**src/rtl/sobel_pkg.sv**
```systemverilog
// Shared definitions for the Sobel stream engine.
//   state_t        : frame FSM encoding (IDLE -> LOAD -> COMPUTE -> DONE)
//   ANG_*          : quantised gradient-direction codes driven on angle_out
//   TAN_NUM/TAN_SH : tan(22.5 deg) ~= 13/32, used for the sector split of the angle
package sobel_pkg;

    typedef enum logic [1:0] {
        ST_IDLE    = 2'd0,
        ST_LOAD    = 2'd1,
        ST_COMPUTE = 2'd2,
        ST_DONE    = 2'd3
    } state_t;

    localparam logic [1:0] ANG_0   = 2'd0;
    localparam logic [1:0] ANG_45  = 2'd1;
    localparam logic [1:0] ANG_90  = 2'd2;
    localparam logic [1:0] ANG_135 = 2'd3;

    localparam int TAN_NUM = 13;
    localparam int TAN_SH  = 5;

endpackage

```
**src/rtl/sobel_kernel.sv**
```systemverilog
// Purely combinational 3x3 Sobel operator.
//   win_i   : nine pixels, p(R,C) at slot R*3+C (R = row offset, C = column offset
//             from the top-left corner of the window), slot 0 at the LSBs
//   grad_o  : min((|Gx|+|Gy|) >> MAG_SHIFT, 2^PIX_W-1)
//   angle_o : 0/45/90/135 degree sector of the gradient direction
module sobel_kernel
    import sobel_pkg::*;
#(
    parameter int PIX_W     = 5,
    parameter int MAG_SHIFT = 3
) (
    input  logic [9*PIX_W-1:0] win_i,
    output logic [PIX_W-1:0]   grad_o,
    output logic [1:0]         angle_o
);

    // |Gx|,|Gy| <= 4*(2^PIX_W-1), so PIX_W+4 signed bits hold either gradient and
    // their absolute sum; the angle products need TAN_SH more bits.
    localparam int SW = PIX_W + 4;
    localparam int CW = SW + TAN_SH;
    localparam logic [SW-1:0] GRAD_MAX = SW'((1 << PIX_W) - 1);

    logic signed [SW-1:0] p [9];

    generate
        for (genvar gi = 0; gi < 9; gi++) begin : g_pix
            assign p[gi] = $signed({{(SW-PIX_W){1'b0}}, win_i[gi*PIX_W +: PIX_W]});
        end
    endgenerate

    logic signed [SW-1:0] gx;
    logic signed [SW-1:0] gy;
    logic [SW-1:0]        ax;
    logic [SW-1:0]        ay;
    logic [SW-1:0]        mag;
    logic [SW-1:0]        mag_sh;
    logic [CW-1:0]        ax_sh;
    logic [CW-1:0]        ay_sh;
    logic [CW-1:0]        ax_tan;
    logic [CW-1:0]        ay_tan;

    assign gx = (p[2] + (p[5] <<< 1) + p[8]) - (p[0] + (p[3] <<< 1) + p[6]);
    assign gy = (p[6] + (p[7] <<< 1) + p[8]) - (p[0] + (p[1] <<< 1) + p[2]);

    assign ax = gx[SW-1] ? $unsigned(-gx) : $unsigned(gx);
    assign ay = gy[SW-1] ? $unsigned(-gy) : $unsigned(gy);

    assign mag    = ax + ay;
    assign mag_sh = mag >> MAG_SHIFT;
    assign grad_o = (mag_sh > GRAD_MAX) ? GRAD_MAX[PIX_W-1:0] : mag_sh[PIX_W-1:0];

    assign ax_sh  = CW'(ax) << TAN_SH;
    assign ay_sh  = CW'(ay) << TAN_SH;
    assign ax_tan = CW'(TAN_NUM) * CW'(ax);
    assign ay_tan = CW'(TAN_NUM) * CW'(ay);

    // Mostly-horizontal gradient first; a zero gradient falls into this branch too.
    // The diagonal branches are only reached with both gradients non-zero, so the
    // sign bits are meaningful there.
    always_comb begin
        angle_o = ANG_0;
        if (ay_sh <= ax_tan) begin
            angle_o = ANG_0;
        end else if (ax_sh <= ay_tan) begin
            angle_o = ANG_90;
        end else if (gx[SW-1] == gy[SW-1]) begin
            angle_o = ANG_45;
        end else begin
            angle_o = ANG_135;
        end
    end

endmodule

```
**src/rtl/sobel_stream_engine.sv**
```systemverilog
// Frame-buffered Sobel edge stage.
// Loads one IMG_W x IMG_H frame as LANES pixels per valid beat, then emits one 3x3
// window result per cycle in raster order over all interior centres.
//   clk, reset             : clock, asynchronous active-high reset
//   in_valid, load_end     : beat strobe and last-beat marker (load_end needs in_valid)
//   pixel_in               : LANES pixels, lane 0 at the LSBs = leftmost column of the beat
//   readable               : grad_out/angle_out/edge_out carry a result this cycle
//   grad_out, angle_out    : saturated magnitude and quantised direction
//   edge_out               : grad_out >= EDGE_TH
//   frame_done             : one-cycle pulse after the last result
//   load_err               : beat count of the current frame differed from IMG_W*IMG_H/LANES
module sobel_stream_engine
    import sobel_pkg::*;
#(
    parameter int PIX_W     = 5,
    parameter int LANES     = 5,
    parameter int IMG_W     = 20,
    parameter int IMG_H     = 20,
    parameter int MAG_SHIFT = 3,
    parameter int EDGE_TH   = 8
) (
    input  logic                   clk,
    input  logic                   reset,
    input  logic                   in_valid,
    input  logic                   load_end,
    input  logic [LANES*PIX_W-1:0] pixel_in,
    output logic                   readable,
    output logic [PIX_W-1:0]       grad_out,
    output logic [1:0]             angle_out,
    output logic                   edge_out,
    output logic                   frame_done,
    output logic                   load_err
);

    localparam int BPR   = IMG_W / LANES;
    localparam int TOTAL = IMG_H * BPR;
    localparam int RW    = $clog2(IMG_H);
    localparam int CLW   = $clog2(IMG_W);
    localparam int BCW   = (BPR > 1) ? $clog2(BPR) : 1;
    localparam int BW    = $clog2(TOTAL + 1);

    // Frame store: not reset, a new frame simply overwrites it.
    logic [PIX_W-1:0] frame_q [IMG_H][IMG_W];

    state_t           state_q, state_d;
    logic [BW-1:0]    beat_cnt_q, beat_cnt_d;
    logic [RW-1:0]    brow_q, brow_d;
    logic [BCW-1:0]   bcol_q, bcol_d;
    logic [RW-1:0]    wrow_q, wrow_d;
    logic [CLW-1:0]   wcol_q, wcol_d;
    logic             err_q, err_d;
    logic             readable_q, readable_d;
    logic [PIX_W-1:0] grad_q, grad_d;
    logic [1:0]       angle_q, angle_d;
    logic             edge_q, edge_d;
    logic             done_q, done_d;

    logic             wr_en;
    logic [CLW-1:0]   col_base;
    logic [9*PIX_W-1:0] win;
    logic [PIX_W-1:0] k_grad;
    logic [1:0]       k_angle;

    assign col_base = CLW'(bcol_q) * CLW'(LANES);

    always_ff @(posedge clk) begin
        if (wr_en) begin
            for (int k = 0; k < LANES; k++) begin
                frame_q[brow_q][col_base + CLW'(k)] <= pixel_in[k*PIX_W +: PIX_W];
            end
        end
    end

    // 3x3 neighbourhood around the current window centre (wrow_q, wcol_q).
    generate
        for (genvar gi = 0; gi < 9; gi++) begin : g_win
            assign win[gi*PIX_W +: PIX_W] =
                frame_q[wrow_q + RW'(gi / 3) - RW'(1)][wcol_q + CLW'(gi % 3) - CLW'(1)];
        end
    endgenerate

    sobel_kernel #(
        .PIX_W     (PIX_W),
        .MAG_SHIFT (MAG_SHIFT)
    ) u_kernel (
        .win_i   (win),
        .grad_o  (k_grad),
        .angle_o (k_angle)
    );

    // Beat counters are always zero in IDLE (cleared on load_end and by reset), so
    // the first beat of a frame lands at row 0, column 0 without special casing.
    always_comb begin
        state_d    = state_q;
        beat_cnt_d = beat_cnt_q;
        brow_d     = brow_q;
        bcol_d     = bcol_q;
        wrow_d     = wrow_q;
        wcol_d     = wcol_q;
        err_d      = err_q;
        wr_en      = 1'b0;
        case (state_q)
            ST_IDLE, ST_LOAD: begin
                if (in_valid) begin
                    if (state_q == ST_IDLE) begin
                        err_d = 1'b0;
                    end
                    if (beat_cnt_q == BW'(TOTAL)) begin
                        // frame already full: drop the beat
                        err_d = 1'b1;
                    end else begin
                        wr_en      = 1'b1;
                        beat_cnt_d = beat_cnt_q + 1'b1;
                        if (bcol_q == BCW'(BPR - 1)) begin
                            bcol_d = '0;
                            brow_d = brow_q + 1'b1;
                        end else begin
                            bcol_d = bcol_q + 1'b1;
                        end
                    end
                    if (load_end) begin
                        if (beat_cnt_q != BW'(TOTAL - 1)) begin
                            err_d = 1'b1;
                        end
                        state_d    = ST_COMPUTE;
                        beat_cnt_d = '0;
                        brow_d     = '0;
                        bcol_d     = '0;
                    end else begin
                        state_d = ST_LOAD;
                    end
                end
            end
            ST_COMPUTE: begin
                if (wcol_q == CLW'(IMG_W - 2)) begin
                    wcol_d = CLW'(1);
                    if (wrow_q == RW'(IMG_H - 2)) begin
                        wrow_d  = RW'(1);
                        state_d = ST_DONE;
                    end else begin
                        wrow_d = wrow_q + 1'b1;
                    end
                end else begin
                    wcol_d = wcol_q + 1'b1;
                end
            end
            ST_DONE: begin
                state_d = ST_IDLE;
            end
            default: begin
                state_d = ST_IDLE;
            end
        endcase
    end

    // Output stage: the window addressed during COMPUTE is registered on the same
    // edge that advances the window counter; data is forced to zero when idle.
    always_comb begin
        readable_d = (state_q == ST_COMPUTE);
        grad_d     = readable_d ? k_grad : '0;
        angle_d    = readable_d ? k_angle : ANG_0;
        edge_d     = readable_d && (int'(k_grad) >= EDGE_TH);
        done_d     = (state_q == ST_DONE);
    end

    always_ff @(posedge clk or posedge reset) begin
        if (reset) begin
            state_q    <= ST_IDLE;
            beat_cnt_q <= '0;
            brow_q     <= '0;
            bcol_q     <= '0;
            wrow_q     <= RW'(1);
            wcol_q     <= CLW'(1);
            err_q      <= 1'b0;
            readable_q <= 1'b0;
            grad_q     <= '0;
            angle_q    <= ANG_0;
            edge_q     <= 1'b0;
            done_q     <= 1'b0;
        end else begin
            state_q    <= state_d;
            beat_cnt_q <= beat_cnt_d;
            brow_q     <= brow_d;
            bcol_q     <= bcol_d;
            wrow_q     <= wrow_d;
            wcol_q     <= wcol_d;
            err_q      <= err_d;
            readable_q <= readable_d;
            grad_q     <= grad_d;
            angle_q    <= angle_d;
            edge_q     <= edge_d;
            done_q     <= done_d;
        end
    end

    assign readable   = readable_q;
    assign grad_out   = grad_q;
    assign angle_out  = angle_q;
    assign edge_out   = edge_q;
    assign frame_done = done_q;
    assign load_err   = err_q;

endmodule

```
**config.mk**
```make
export PLATFORM = sky130hd
export DESIGN_NAME = sobel_stream_engine
export DESIGN_NICKNAME = d
export VERILOG_FILES = /design/src/rtl/sobel_pkg.sv /design/src/rtl/sobel_kernel.sv /design/src/rtl/sobel_stream_engine.sv
export SDC_FILE = /design/constraint.sdc
export NUM_CORES = 2
export LEC_CHECK = 0
export CAP_MARGIN = 20
export CELL_PAD_IN_SITES_DETAIL_PLACEMENT = 0
export CELL_PAD_IN_SITES_GLOBAL_PLACEMENT = 1
export CORE_MARGIN = 3
export CORE_UTILIZATION = 50
export DETAILED_ROUTE_END_ITERATION = 12
export PLACE_DENSITY_LB_ADDON = 0.3
export SLEW_MARGIN = 20
export SYNTH_ARGS = -nofsm -noshare
export SYNTH_HDL_FRONTEND = slang
export SYNTH_SLANG_ARGS = --single-unit
```
**constraint.sdc**
```tcl
create_clock -name clk -period 15.55 [get_ports clk]
set_clock_uncertainty 0.2 [all_clocks]
set_input_delay 2.3325 -clock clk [delete_from_list [all_inputs] [get_ports clk]]
set_output_delay 2.3325 -clock clk [all_outputs]
set_load 0.1 [all_outputs]
```
==> out/qor.txt <==
Area delta synth->final: 8.44%
Initial antenna violation count: 19
Simple-Gate Fraction of Synth Area: 4.50%
First-pass GRT wire length: 565000 um
Main combinational cell family by area after synthesis: multiplexers
Asr flop ratio synth: 1.82%
Fin crit share: 90.6%
Critical path endpoint category: flip-flop
Synth warnings: 0
Slowest cell delay on critical path: 1.23 ns
TritonCTS clock tree: built
Clk pin slew, worst setup/hold paths: 0.07 ns
Remaining Overflow, GRT: 0
H-tree depth: 4
Hold WC Path Type: reg -> reg
Final setup fails: 0
Syn_area_per_cell: 16.8 sq um
Total GRT Usage: 31.6%
Core area: 244000 sq um
Post-synth EDFFs: 2000
Post-CTS setup buffer count: 0
Synth top area cells: edfxtp_1, mux4_2, mux2i_1, nor2_1, ha_1
Run status: completed
Cells after Synth: 7356
Vias: 77926
Fin crit period: 14.09 ns
Input/output buffers: 39
Vias in the first global route: 74529
Longest Clk Path Bufs: 3
Slowest library cell on the worst path: dfstp_4
Post-DR vias/cell: 7.39
CP top delay family: adder cells
Yosys cell types: 80
Drt pass-1 iters: 8
Fmax: 71.0 MHz
Cell taking the most area after synthesis: edfxtp_1
CTS buffer count: 214
Post-Route WL: 400000 um
Normalized max-slew margin: 18.1%
Initial Util: 50.5%
Detailed Place HPWL: 283000 um
Die span in y: 503 um
Largest net degree at the start of global routing: 142
GP Congestion: 0.981
Final #Nets: 7339
Syn nets: 7551
CP arrival: 14.60 ns
Antenna-violating nets left: 0
Clock Sinks: 2037
Final setup TNS: 0 ns
Post-CTS resize count: 0
First-iteration detailed-routing DRC count: 11668
FF+latch count, synth: 2037
Xor/xnor share of the synthesized area: 0.782%
CP required: 16.07 ns
Synthesized area: 123000 sq um
CP Launch Type: flip-flop
Post-synth top flop: edfxtp_1
Root buffer cell: clkbuf_16
Yosys top cell area share: 48.7%
Count leader, synth: edfxtp_1
Worst-Skew Late Latency: 0.88 ns
Worst Tran Pin Value: 1.22 ns
Synth Area in Adders: 1.90%
Drc violations: 0
Seq/Total Area, Yosys: 49.4%
Worst-path fanout max: 124
Compound-gate portion of the synthesized area: 3.20%
Die ar.: 253000 sq um
Final Hold Vio Count: 0
Die W: 503 um
Mux contribution to synthesized area: 36.7%
Layout cells sized above 1: 34.4%
Post-CTS Hold Fix Bufs: 0
Fill count: 18696
RSZ-0062 raised after global routing: no
Slew Limit Fails: 0
Num rows: 181
Routed wire per std cell: 37.9 um
Critical path class: reg -> reg
Max-cap viol count: 0
Most used cell, CP: a21oi_1
Buffers plus inverters on the worst setup path: 4
Most instantiated cells after synthesis: edfxtp_1, mux4_2, nor2_1
Io pins: 40
final cells by class:
| type | instances | area (sq um) | share of cell area (%) |
|---|---|---|---|
| inverter | 131 | 505 | 0.378 |
| antenna | 15 | 37.5 | 0.0280 |
| tap | 3202 | 4010 | 2.99 |
| clock inverter | 148 | 1700 | 1.27 |
| sequential | 2037 | 61000 | 45.6 |
| clock buffer | 256 | 5530 | 4.13 |
| timing repair buffer | 264 | 2470 | 1.84 |
| multi-input combinational | 4496 | 58600 | 43.8 |
cell usage in the layout, fill, tap and decap left out, types with 14 or more instances in the layout:
master and instances:
xnor2_1 58, clkbuf_1 41, nand2_1 291, mux4_2 1817, edfxtp_1 2000, buf_12 31, clkbuf_16 215, ha_1 126
a311oi_1 18, a21o_1 29, o21ai_0 94, inv_1 124, mux2_2 62, nand2_2 17, o21bai_1 20, nand3_1 65
nor2_1 825, nor3_1 19, bufinv_16 29, nand2b_1 18, clkinv_2 45, fa_1 36, a21oi_1 196, clkinv_1 37
a211oi_1 68, xor2_1 25, mux2i_1 363, o21ai_1 15, buf_4 194, clkdlybuf4s50_1 39, a31oi_1 18, o22ai_1 49
and2_1 15, and3_1 14, diode_2 15, nor2b_1 64, dfrtp_1 35
metal layers:
metal	track usage [%]	vias to the layer above	wire (um)	part of all wire, %
met3	8.36	881	47900	12
met2	48.8	5447	187000	47
li1	-	30309	-	-
met1	43.1	41279	146000	36
met4	13.0	10	19300	4.8
met5	0	-	59	0.015
metrics by stage:
| step | worst slack (ns) | hold slack (ns) | utilization (%) | cells | area (sq um) |
|---|---|---|---|---|---|
| after floorplan | 2.90 | 0.274 | - | 7356 | 123000 |
| after global placement | 1.73 | 0.311 | 51.7 | 10128 | 126000 |
| after detailed placement | 1.77 | 0.324 | 51.8 | 10128 | 127000 |
| after CTS | 1.71 | 0.338 | 54.7 | 10532 | 134000 |
| after global routing | 0.757 | 0.407 | 54.8 | 10537 | 134000 |
| final | 1.46 | 0.344 | 54.8 | 10549 | 134000 |
sequential cells by signal, indices dropped and copies added (netlist names):
name,cells
state_q,2
wrow_q,5
load_err,1
edge_out,1
frame_q,2000
wcol_q,5
bcol_q,2
beat_cnt_q,7
frame_done,1
grad_out,5
brow_q,5
readable,1
angle_out,2
worst register-to-register path, delay by kind of cell (launching register included):
family | cells | cell delay [ns]
AOI/OAI and AO/OA | 16 | 2.94
xor gates and xnor gates | 2 | 0.74
adders and majority gates | 10 | 4.28
buffers and inverters | 4 | 0.78
DFF | 1 | 1.23
muxes | 6 | 2.98
and+or+nand+nor | 8 | 0.72
logic make-up (layout without fill, tap and decap cells):
| group | after synthesis | in the layout |
|---|---|---|
| simple gates | 1357 | 1357 |
| flops | 2037 | 2037 |
| xor+xnor | 102 | 102 |
| fa+ha+maj | 166 | 166 |
| other cells | 0 | 15 |
| mux | 2246 | 2246 |
| compound gates | 625 | 625 |
| buf+inv | 823 | 799 |
final timing paths:
kind                                 endpoint  slack (ns)  depth (start not counted)          start
worst max-delay path             angle_out[0]        1.46                         46      wrow_q[0]
worst min-delay path            beat_cnt_q[6]        0.34                          2  beat_cnt_q[6]
worst max register to register   angle_out[0]        1.46                         46      wrow_q[0]
worst min register to register  beat_cnt_q[6]        0.34                          2  beat_cnt_q[6]
max in group asynchronous       beat_cnt_q[2]       12.81                          2          reset
min in group asynchronous            readable        1.75                          2          reset
Power is left out: the tool's default activity adds up to more than one toggle a clock period on the data nets, which glitch-free logic cannot reach.
